--- src/rtl/icache_ctrl.sv ---
// icache_ctrl: direct-mapped, read-only instruction cache controller.
// Sits between the PC register and a multi-cycle backing instruction memory.
// A hit returns the instruction combinationally. A miss stalls the fetch and
// refills the whole line, word 0 first, using a req/ready handshake.
//
// Ports:
//   clk        core clock, rising edge
//   RST        synchronous active-high reset
//   pc         fetch address (bits [1:0] ignored)
//   instr      fetched instruction (NOP_INSTR while stalled)
//   stall_if   1 = fetch not served this cycle, PC must hold
//   mem_req    backing-memory word read request
//   mem_addr   word-aligned backing-memory address (0 when idle)
//   mem_ready  backing memory returns mem_rdata this cycle
//   mem_rdata  backing-memory read data
//   hit_cnt    (ICACHE_PERF_EN only) IDLE cycles that hit
//   miss_cnt   (ICACHE_PERF_EN only) refills started
//
// Optional feature macro: ICACHE_PERF_EN adds the hit/miss counters.
//
// state  | meaning
// IDLE   | lookup pc; a hit is served, a miss starts a refill
// REFILL | fetch line words 0..WORDS_PER_LINE-1 for the latched miss address
module icache_ctrl #(
    parameter int          LINES          = 16,
    parameter int          WORDS_PER_LINE = 4,
    parameter logic [31:0] NOP_INSTR      = 32'h0000_0013
) (
    input  logic        clk,
    input  logic        RST,
    input  logic [31:0] pc,
    output logic [31:0] instr,
    output logic        stall_if,
    output logic        mem_req,
    output logic [31:0] mem_addr,
    input  logic        mem_ready,
    input  logic [31:0] mem_rdata
`ifdef ICACHE_PERF_EN
    ,
    output logic [31:0] hit_cnt,
    output logic [31:0] miss_cnt
`endif
);

    localparam int WB  = $clog2(WORDS_PER_LINE);
    localparam int IB  = $clog2(LINES);
    localparam int OFF = WB + 2;
    localparam int TW  = 32 - OFF - IB;

    typedef enum logic {IDLE, REFILL} state_t;

    state_t          state;
    logic [LINES-1:0] valid;
    logic [TW-1:0]   tag_mem  [LINES];
    logic [31:0]     data_mem [LINES][WORDS_PER_LINE];
    logic [IB-1:0]   miss_index;
    logic [TW-1:0]   miss_tag;
    logic [WB-1:0]   k;

    logic [WB-1:0]   pc_word;
    logic [IB-1:0]   pc_index;
    logic [TW-1:0]   pc_tag;
    logic            pc_unused;
    logic            lookup_hit;
    logic            serve;
    logic            fill_beat;
    logic            last_beat;

    assign pc_word   = pc[OFF-1:2];
    assign pc_index  = pc[OFF+IB-1:OFF];
    assign pc_tag    = pc[31:OFF+IB];
    assign pc_unused = ^pc[1:0];

    assign lookup_hit = valid[pc_index] && (tag_mem[pc_index] == pc_tag);

    // RST gates everything so the reset cycle already looks like a cold cache
    // and a mem_ready arriving during it is dropped.
    assign serve     = !RST && (state == IDLE) && lookup_hit;
    assign fill_beat = !RST && (state == REFILL) && mem_ready;
    assign last_beat = fill_beat && (k == WB'(WORDS_PER_LINE - 1));

    assign instr    = serve ? data_mem[pc_index][pc_word] : NOP_INSTR;
    assign stall_if = !serve;
    assign mem_req  = !RST && (state == REFILL);
    assign mem_addr = mem_req ? {miss_tag, miss_index, k, 2'b00} : 32'h0;

    always_ff @(posedge clk) begin
        if (RST) begin
            state      <= IDLE;
            valid      <= '0;
            k          <= '0;
            miss_index <= '0;
            miss_tag   <= '0;
`ifdef ICACHE_PERF_EN
            hit_cnt    <= '0;
            miss_cnt   <= '0;
`endif
        end else begin
            case (state)
                IDLE: begin
                    if (lookup_hit) begin
`ifdef ICACHE_PERF_EN
                        hit_cnt <= hit_cnt + 32'd1;
`endif
                    end else begin
                        miss_index      <= pc_index;
                        miss_tag        <= pc_tag;
                        k               <= '0;
                        valid[pc_index] <= 1'b0;
                        state           <= REFILL;
`ifdef ICACHE_PERF_EN
                        miss_cnt        <= miss_cnt + 32'd1;
`endif
                    end
                end
                REFILL: begin
                    if (mem_ready) begin
                        k <= k + 1'b1;
                        if (k == WB'(WORDS_PER_LINE - 1)) begin
                            valid[miss_index] <= 1'b1;
                            state             <= IDLE;
                        end
                    end
                end
                default: state <= IDLE;
            endcase
        end
    end

    // Data and tag arrays carry no reset; the valid bits alone qualify them.
    always_ff @(posedge clk) begin
        if (fill_beat) begin
            data_mem[miss_index][k] <= mem_rdata;
        end
        if (last_beat) begin
            tag_mem[miss_index] <= miss_tag;
        end
    end

endmodule

--- config.mk ---
export PLATFORM = sky130hd
export DESIGN_NAME = icache_ctrl
export DESIGN_NICKNAME = d
export VERILOG_FILES = /design/src/rtl/icache_ctrl.sv
export SDC_FILE = /design/constraint.sdc
export NUM_CORES = 2
export LEC_CHECK = 0
export ABC_AREA = 0
export ABC_CLOCK_PERIOD_IN_PS = 5800
export BUFFER_PORTS_ARGS = -buffer_cell sky130_fd_sc_hd__buf_2
export CAP_MARGIN = 20
export CORE_ASPECT_RATIO = 0.7
export CORE_MARGIN = 2
export CORE_UTILIZATION = 50
export CTS_CLUSTER_DIAMETER = 50
export DETAILED_ROUTE_END_ITERATION = 12
export GPL_TIMING_DRIVEN = 0
export PLACE_DENSITY_LB_ADDON = 0.08
export SLEW_MARGIN = 10
export SYNTH_ARGS = -nofsm -noshare
export SYNTH_HDL_FRONTEND = slang
export SYNTH_SLANG_ARGS = --single-unit
--- constraint.sdc ---
create_clock -name clk -period 5.8 [get_ports clk]
set_input_delay 0.29 -clock clk [delete_from_list [all_inputs] [get_ports clk]]
set_output_delay 0.29 -clock clk [all_outputs]
set_load 0.005 [all_outputs]
==> metrics <==
vias in the first global route 44700; Fin Setup TNS 0 ns; Main synth FF type edfxtp_1; core area roughly 190000 um2; htree depth 4; routed vias roughly 46000; total grt overflow 0; reg2reg start state; biggest area consumer among synthesized cells edfxtp_1; CP Capture Type primary output; most common cell after layout, fill and taps aside edfxtp_1; Required @ worst endpoint 5.51 ns; synth-to-layout area growth 16.5%; ANT nets after route 0; I/O Buffers 123; Yosys top cell area share 76.6%; Critical-path top delay cell buf_1; clk slew on worst S/H paths 0.06 ns; Hold Path Class input pin to flip-flop; Final Wtd Congestion 0.845; HP Start mem_rdata[22]; Die H 369 um; Worst Setup Path Type input pin to primary output; Setup WS post-layout between 0.1 and 0.15 ns; Design Area, Final 111000 um2; Root Buffer clkbuf_16; yosys warns 0; Synth Cell Area 95400 um2; Max VDD drop 0.000274 V; Reg2Reg Depth 8; Critical Path Source Type input pin; Final setup viols 0; placed inst area between 100000 and 150000 um2; Place WS a little under 0.04 ns; Initial Util 50.2%; WP buf/inv 7; Synth cell types 55; Synth Instances 3976; CTS Buf Count between 200 and 250; CTS max path bufs 4; Final nets 4628; CTS sink count between 2000 and 2500; Hold Path Depth 1; hpwl dp about 180000 um; die area approximately 190000 um2; crit path max fanout 10; RSZ-0062 raised after global routing no; Rel. slew slack 23.6%; layout cells sized above 1 32.5%; TritonRoute pass-1 iters 5; register-to-register setup slack 1.84 ns; ys async rst share 0%; PwrDens 330 nW/um2; Hold Path Sink data_mem[0][118]; Final Power 36.7 mW; worst-case clock skew 0.0404 ns; CTS tree yes; #FFs+latches synth 2479; CP Data Arrival Time 5.39 ns; post-layout min period 5.68 ns; row cnt 134; first-pass GRT wire length 363000 um; Syn Area/Cell about 24 um2; max cap viols 0; top cells by area, synth edfxtp_1, mux4_2, mux2i_1; Static Leak 35.2 nW; most frequent cells in the layout edfxtp_1, mux4_2, clkbuf_16; footprint of the multi-input gates between 20000 and 25000 um2; pin count of the biggest net entering global routing 65; Die X 526 um; Final Hold Violating Endpoints 0; GRT Total Usage a little over a quarter; max incr delay on CP around 0.8 ns; fin. max-slew vios 0; pin slew with the least headroom to its limit 1.15 ns; r2r endpoint data_mem[10][63]; Register Area 74000 um2; status finished, final reports clean; Post-synth EDFFs 2432; drt wl/cell 36.0 um; Residual DRC 0; initial antenna violation count 8; Tcrit/Tclk final 97.9%; Iter 0 DRT Violations 6776; final wirelength 262000 um; I/O pin count 133; Max Fclk roughly 180 MHz; via/cell ratio 6.39; worst skew pair latency 0.86 ns; CP Cell Sequence buf_6 > buf_4 > buf_2 > buf_2 > clkbuf_1 > buf_1 > mux4_2 > mux4_2 > mux4_2 > and3_1 > buf_2; fillers 13500; post-synthesis sequential area ratio approximately 78%; CP top delay family buffers and inverters
[power breakdown]
part / switching, mW / total, mW / internal, mW
clock network: 6.58 / 15.1 / 8.47
logic: 1.16 / 1.92 / 0.762
registers: 0.0601 / 19.7 / 19.7
total: 7.79 / 36.7 / 28.9
[per-stage QoR]
| stage | utilization (%) | hold slack [ns] | cells |
|---|---|---|---|
| 2_1_floorplan | - | 0.389 | 3977 |
| 3_3_place_gp | 52.1 | 0.484 | 6616 |
| 3_5_place_dp | 54.0 | 0.498 | 6755 |
| 4_1_cts | 58.1 | 0.0120 | 7213 |
| 5_1_grt | 58.4 | 0.0269 | 7263 |
| 6_report | 58.4 | 0.0148 | 7266 |
[flip-flops by register name, indices dropped and copies added (netlist names)]
signal / count
miss_index: 4
valid: 16
state: 1
data_mem: 2048
tag_mem: 384
k: 2
miss_tag: 24
[how the worst max path moves through the flow]
stage	from	endpoint	slack (ns)	cells after the start
2_1_floorplan	state	data_mem[15][0]	1.60	6
3_3_place_gp	state	data_mem[8][23]	-2.63	6
3_5_place_dp	pc[5]	instr[13]	0.04	11
4_1_cts	pc[5]	instr[13]	0.01	11
5_1_grt	pc[5]	instr[31]	0.02	11
6_report	pc[5]	instr[31]	0.12	11
[repair_timing]
action,CTS,global route
hold buffers,29,18
setup buffers,0,0
hold endpoints to repair,121,262
gates resized for setup,0,11
setup endpoints to repair,0,4
[metal layers]
metal	part of all wire, %	vias up	wire length (um)	track usage (%)
met5	0	-	0	0
met4	2.2	0	5760	6.00
met3	9.7	330	25500	5.82
met2	43	2445	112000	37.6
met1	45	25400	118000	44.0
li1	-	18300	-	-
[worst register-to-register path, delay by kind of cell, from the launching register on]
kind	cells	cell delay, ns
flip-flops	1	0.30
AND/OR/NAND/NOR	3	1.76
buffers and inverters	5	1.53
[layout make-up]
class,count,share of cell area (%)
Antenna cell,3,0.00676
Buffer,221,0.923
Clock buffer,311,5.72
Clock inverter,118,0.932
Inverter,7,0.0236
Multi-Input combinational cell,1270,18.8
Sequential cell,2479,66.6
Tap cell,2516,2.83
Timing Repair Buffer,341,4.23
[cells by family (layout without fill, tap and decap cells)]
| kind of cell | Yosys count | after routing | share of synthesized area, % |
|---|---|---|---|
| other | 1 | 5 | 0.00393 |
| multiplexers | 866 | 866 | 18.9 |
| XOR/XNOR | 30 | 30 | 0.276 |
| flip-flops | 2479 | 2479 | 77.6 |
| AO/OA/AOI/OAI | 69 | 69 | 0.630 |
| buffers and inverters | 228 | 998 | 1.07 |
| adder cells (fa/ha/maj) | 4 | 4 | 0.0525 |
| AND/OR/NAND/NOR | 299 | 299 | 1.46 |
[cell usage after synthesis (all sizes together), types with 5 or more instances]
| master | instances |
|---|---|
| a22oi | 16 |
| a311oi | 17 |
| and3 | 58 |
| buf | 108 |
| clkbuf | 113 |
| dfxtp | 47 |
| edfxtp | 2432 |
| inv | 7 |
| mux2i | 114 |
| mux4 | 749 |
| nand2 | 79 |
| nand3 | 13 |
| nand4 | 5 |
| nor2 | 110 |
| nor2b | 11 |
| nor3 | 9 |
| xnor2 | 23 |
| xor2 | 7 |
Note: power is estimated with default switching activity, not from simulation.
